$ cat src/rtl/sr_pkg.sv
// Shared op codes, FSM state encoding and sizing helper for the SR latch driver.
package sr_pkg;

    localparam logic [1:0] OP_NOP    = 2'b00;
    localparam logic [1:0] OP_RESET  = 2'b01;
    localparam logic [1:0] OP_SET    = 2'b10;
    localparam logic [1:0] OP_TOGGLE = 2'b11;

    typedef enum logic [1:0] {
        IDLE  = 2'b00,
        PULSE = 2'b01,
        CHECK = 2'b10,
        GAP   = 2'b11
    } state_e;

    function automatic int max3(input int a, input int b, input int c);
        int m;
        m = (a > b) ? a : b;
        return (m > c) ? m : c;
    endfunction

endpackage

$ cat src/rtl/sr_pulse_timer.sv
// Loadable down-counter with zero flag; stops at zero instead of wrapping.
module sr_pulse_timer #(
    parameter int CNT_W = 4
) (
    input  logic             clk,
    input  logic             rst,
    input  logic             i_load,
    input  logic [CNT_W-1:0] i_load_val,
    output logic             o_zero
);

    logic [CNT_W-1:0] r_count;

    always_ff @(posedge clk or posedge rst) begin
        if (rst) begin
            r_count <= '0;
        end else if (i_load) begin
            r_count <= i_load_val;
        end else if (r_count != '0) begin
            r_count <= r_count - CNT_W'(1);
        end
    end

    assign o_zero = (r_count == '0);

endmodule

$ cat src/rtl/sr_latch_driver.sv
// Command sequencer producing exclusive, fixed-width S/R pulses for an SR latch
// and confirming the result from the latch Q/Q_bar feedback.
module sr_latch_driver
    import sr_pkg::*;
#(
    parameter int PULSE_W = 4,
    parameter int GAP_W   = 1,
    parameter int TIMEOUT = 8
) (
    input  logic       clk,
    input  logic       rst,
    input  logic       cmd_valid,
    output logic       cmd_ready,
    input  logic [1:0] cmd_op,
    output logic       S,
    output logic       R,
    input  logic       q_fb,
    input  logic       q_bar_fb,
    output logic       done,
    output logic       err,
    output logic       q_state,
    output logic       busy
);

    localparam int CNT_W = $clog2(max3(PULSE_W, GAP_W, TIMEOUT) + 1);
    // Timer is loaded with N-1 so that a state lasts exactly N cycles.
    localparam logic [CNT_W-1:0] L_PULSE = CNT_W'(PULSE_W - 1);
    localparam logic [CNT_W-1:0] L_CHECK = CNT_W'(TIMEOUT - 1);
    localparam logic [CNT_W-1:0] L_GAP   = CNT_W'(GAP_W - 1);

    state_e           r_state;
    state_e           w_state_next;
    logic             r_s, r_r, r_done, r_err, r_q_state, r_target;
    logic             w_s_next, w_r_next, w_done_next, w_err_next;
    logic             w_q_state_next, w_target_next;
    logic             w_load;
    logic [CNT_W-1:0] w_load_val;
    logic             w_zero;
    logic             w_accept;
    logic             w_match;

    sr_pulse_timer #(
        .CNT_W(CNT_W)
    ) u_timer (
        .clk        (clk),
        .rst        (rst),
        .i_load     (w_load),
        .i_load_val (w_load_val),
        .o_zero     (w_zero)
    );

    assign cmd_ready = (r_state == IDLE) && !rst;
    assign w_accept  = cmd_valid && cmd_ready;
    // Equal feedback lines (00/11) never count as a valid latch state.
    assign w_match   = (q_fb == r_target) && (q_bar_fb == !r_target);

    always_ff @(posedge clk or posedge rst) begin
        if (rst) begin
            r_state   <= IDLE;
            r_s       <= 1'b0;
            r_r       <= 1'b0;
            r_done    <= 1'b0;
            r_err     <= 1'b0;
            r_q_state <= 1'b0;
            r_target  <= 1'b0;
        end else begin
            r_state   <= w_state_next;
            r_s       <= w_s_next;
            r_r       <= w_r_next;
            r_done    <= w_done_next;
            r_err     <= w_err_next;
            r_q_state <= w_q_state_next;
            r_target  <= w_target_next;
        end
    end

    always_comb begin
        w_state_next   = r_state;
        w_s_next       = 1'b0;
        w_r_next       = 1'b0;
        w_done_next    = 1'b0;
        w_err_next     = 1'b0;
        w_q_state_next = r_q_state;
        w_target_next  = r_target;
        w_load         = 1'b0;
        w_load_val     = '0;
        case (r_state)
            IDLE: begin
                if (w_accept) begin
                    if (cmd_op == OP_NOP) begin
                        w_state_next = GAP;
                        w_load       = 1'b1;
                        w_load_val   = L_GAP;
                        w_done_next  = 1'b1;
                    end else begin
                        case (cmd_op)
                            OP_SET:   w_target_next = 1'b1;
                            OP_RESET: w_target_next = 1'b0;
                            default:  w_target_next = !q_fb;
                        endcase
                        w_state_next = PULSE;
                        w_load       = 1'b1;
                        w_load_val   = L_PULSE;
                        w_s_next     = w_target_next;
                        w_r_next     = !w_target_next;
                    end
                end
            end
            PULSE: begin
                if (w_zero) begin
                    w_state_next = CHECK;
                    w_load       = 1'b1;
                    w_load_val   = L_CHECK;
                end else begin
                    w_s_next = r_s;
                    w_r_next = r_r;
                end
            end
            CHECK: begin
                if (w_match) begin
                    w_state_next   = GAP;
                    w_load         = 1'b1;
                    w_load_val     = L_GAP;
                    w_done_next    = 1'b1;
                    w_q_state_next = r_target;
                end else if (w_zero) begin
                    w_state_next = GAP;
                    w_load       = 1'b1;
                    w_load_val   = L_GAP;
                    w_done_next  = 1'b1;
                    w_err_next   = 1'b1;
                end
            end
            GAP: begin
                if (w_zero) begin
                    w_state_next = IDLE;
                end
            end
            default: w_state_next = IDLE;
        endcase
    end

    assign S       = r_s;
    assign R       = r_r;
    assign done    = r_done;
    assign err     = r_err;
    assign q_state = r_q_state;
    assign busy    = (r_state != IDLE);

endmodule

$ cat config.mk
export PLATFORM = sky130hd
export DESIGN_NAME = sr_latch_driver
export DESIGN_NICKNAME = d
export VERILOG_FILES = /design/src/rtl/sr_pkg.sv /design/src/rtl/sr_pulse_timer.sv /design/src/rtl/sr_latch_driver.sv
export SDC_FILE = /design/constraint.sdc
export NUM_CORES = 1
export LEC_CHECK = 0
export ABC_AREA = 1
export CORE_MARGIN = 5
export CORE_UTILIZATION = 50
export CTS_BUF_LIST = sky130_fd_sc_hd__clkbuf_8
export DETAILED_ROUTE_END_ITERATION = 6
export GPL_TIMING_DRIVEN = 0
export HOLD_SLACK_MARGIN = 0.1
export PLACE_DENSITY = 0.78
export SLEW_MARGIN = 40
export SYNTH_ARGS = -nofsm -noshare
export SYNTH_HDL_FRONTEND = slang
export SYNTH_HIERARCHICAL = 1
export SYNTH_SLANG_ARGS = --single-unit
export TNS_END_PERCENT = 30
$ cat constraint.sdc
create_clock -name clk -period 4 [get_ports clk]
set_input_delay 0.4 -clock clk [delete_from_list [all_inputs] [get_ports clk]]
set_output_delay 0.4 -clock clk [all_outputs]
set_load 0.005 [all_outputs]
==> results.md <==
- Pleak: about 0.6 nW
- Critical R2R Launch: u_timer/r_count[0]
- GRT met1 Usage: 0.1664
- Flip-flop and latch area: 300.3 um2
- First-pass GRT wire length: ~2800 um
- Largest area contributor in the netlist: dfrtp_1
- Share of the synthesized area in the top cell type: 0.3453
- Core Box Area: roughly 1700 um2
- Cell Chain, Critical Path: inv_1, ha_1, inv_1, nor2_1, clkdlybuf4s50_1
- Final hold violation count: 0
- Setup Buffers After CTS: 0
- Row Count: 15
- Top delay family on crit path: buffers and inverters
- Vias in the first global route: 698
- Clock Power Share: 0.174
- CTS clock-pin slew for the worst setup and hold paths: roughly 0.060 ns
- Clock Tree Root: clkbuf_8
- Status: complete, no violations
- Antenna Nets Post-Route: 0
- Syn Area/Cell: 7.247 um2
- Global route overflow: 0
- Final design utilization: 0.6370
- Largest net degree at the start of global routing: 11
- Pwr dens: ~710 nW/um2
- PostCTS Resize Cnt: 0
- Hold Buf Count CTS: 0
- Comb pwr share: 0.553
- CP peak stage delay: ~0.51 ns
- Clock sinks: 12
- Final Critical Period: ~2.1 ns
- Area of the multi-input gates: ~460 um2
- GRT Util Overall: 0.1435
- Die H: 51.71 um
- Setup violators final: 0
- Non-Filler Cell Area, Final: approximately 1100 um2
- Reg2reg setup slack: approximately 2.2 ns
- Share of layout cells above drive strength 1: 0.1606
- Port Buffers: 13
- Most common cell after layout, fill and taps aside: nand2_1
- TritonRoute pass-1 iters: 4
- CP bufs+invs: 3
- Part of the power in registers: 0.273
- CP Capture Type: primary output
- Psw: 332.1 uW
- Final critical-path setup slack: between 1.5 and 2 ns
- Worst-skew pair later-pin latency: roughly 0.24 ns
- Sequential area share after synthesis: 0.3453
- DP Area: roughly 1000 um2
- Critical path peak fanout: 5
- Nets@finish: between 150 and 200
- Area grow syn2layout: 23.74%
- Met2 Use GR: 0.2415
- Reg2reg path depth: 15
- Post-Syn Nets: around 140
- Die W: approximately 52 um
- Sw frac: 0.4330
- Tcrit/Tclk final: 0.5222
- Die ar.: 2673 um2
- Initial Util: 0.5148
- Slowest library cell on the worst path: clkdlybuf4s50_1
- Yosys reg bits: 12
- Setup Skew: just over 0.007 ns
- Fillcell total: around 140
- M3 GR Usage: 0.01719
- Yosys cell types: 19
- GRT busiest layer: met2
- # IOs: 14
- Syn Inst Count: between 100 and 150
- Vias/cell: between 4 and 5
- Ant. Diodes: 0
- Final Max Tran Viols: 0
- Most frequent cells in the layout: nand2_1 (37), inv_1 (22), clkdlybuf4s50_1 (13)
- WL/cell: ~10 um
- Setup TNS: 0 ns
- Critical setup path kind: reg -> out
- WP data required: around 3.6 ns
- Remaining DRCs: 0
- Unrepaired setup endpoints after global routing: false
- TritonCTS Buffers: 3
- Critical Path AT: approximately 1.7 ns
- Synth warnings: 6
- Critical path depth: 5
- Final wirelength: about 1600 um
- Worst Setup SP: r_state[0]
- CTS tree: yes
- Internal power: 434.9 uW
- H-tree depth: 1
- Most common cell on crit path: inv_1
- Starting DRT DRC Count: 8
- DR vias: about 740
- Setup WS pre-CTS: about 1.9 ns
- Post-Syn Area: 869.6 um2
- Synth top area cells: dfrtp_1 (35%), nand2_1 (16%), ha_1 (13%)
- CP Launch Type: register
- Gpl congestion: between 0.8 and 0.9
- Achievable frequency: between 400 and 500 MHz
- Antenna violations before repair: 0
- Max VDD drop: between 0.4 and 0.5 mV
- Max-cap viol count: 0
- DPL Wire Length: around 1300 um
- HP Class: in -> async
- Clk buf depth: 2
-- state kept, by name (all words and copies together) (netlist names) --
name             flops
S                    1
r_state              2
u_timer/r_count      4
R                    1
err                  1
r_target             1
q_state              1
done                 1
-- power by group through the flow --
stage | combinational, mW | clock [mW] | sequential [mW]
final | 0.424 | 0.134 | 0.209
after CTS | 0.430 | 0.136 | 0.209
after detailed placement | 0.427 | 0 | 0.211
after global routing | 0.486 | 0.144 | 0.217
after floorplan | 0.323 | 0 | 0.203
after global placement | 0.412 | 0 | 0.208
-- metal layers --
layer / vias up / part of all wire
li1: 389 / -
met1: 332 / 0.46
met2: 9 / 0.49
met3: 5 / 0.016
met4: 0 / 0.033
met5: - / 0
-- worst paths after layout --
path                                            to
worst min register to register                   R
worst max register to register  u_timer/r_count[3]
min in group clk                                 R
worst max-delay path                     cmd_ready
worst min-delay path            u_timer/r_count[0]
max in group asynchronous                      err
-- area by class of cell --
cell class,instances,area share
inverter,28,0.09767
timing repair buffer,13,0.1209
tap,17,0.01977
multi-input combinational,80,0.4314
clock buffer,4,0.05116
sequential,12,0.2791
-- synthesized netlist by cell type --
| library cell | count |
|---|---|
| o211ai_1 | 1 |
| inv_1 | 22 |
| xnor2_1 | 1 |
| nand2_4 | 2 |
| conb_1 | 1 |
| o21ai_1 | 5 |
| nor2_2 | 2 |
| nand3_2 | 1 |
| nor2_4 | 2 |
| dfrtp_1 | 12 |
| nand2_1 | 37 |
| ha_1 | 9 |
| nand3_1 | 6 |
| nand2_2 | 4 |
| a21oi_2 | 1 |
| o21ai_0 | 4 |
| a21oi_1 | 1 |
| inv_2 | 6 |
| nor2_1 | 3 |
-- per-stage QoR --
stage,power [mW],hold WS [ns],cells
2_1_floorplan,0.5269,0.1661,120
3_3_place_gp,0.6204,0.4672,150
6_report,0.7670,0.4133,154
3_5_place_dp,0.6386,0.4717,150
4_1_cts,0.7755,0.4214,154
5_1_grt,0.8469,0.4383,154
-- kinds of logic (layout without fill, tap and decap cells) --
group	Yosys count	count (layout)	synth area share
AND/OR/NAND/NOR	57	57	0.3137
buffers and inverters	28	45	0.1209
AO/OA/AOI/OAI	12	12	0.07625
flip-flops	12	12	0.3453
adder cells (fa/ha/maj)	9	9	0.1295
other	1	1	0.004312
XOR/XNOR	1	1	0.01007
Note: power is estimated with default switching activity, not from simulation.
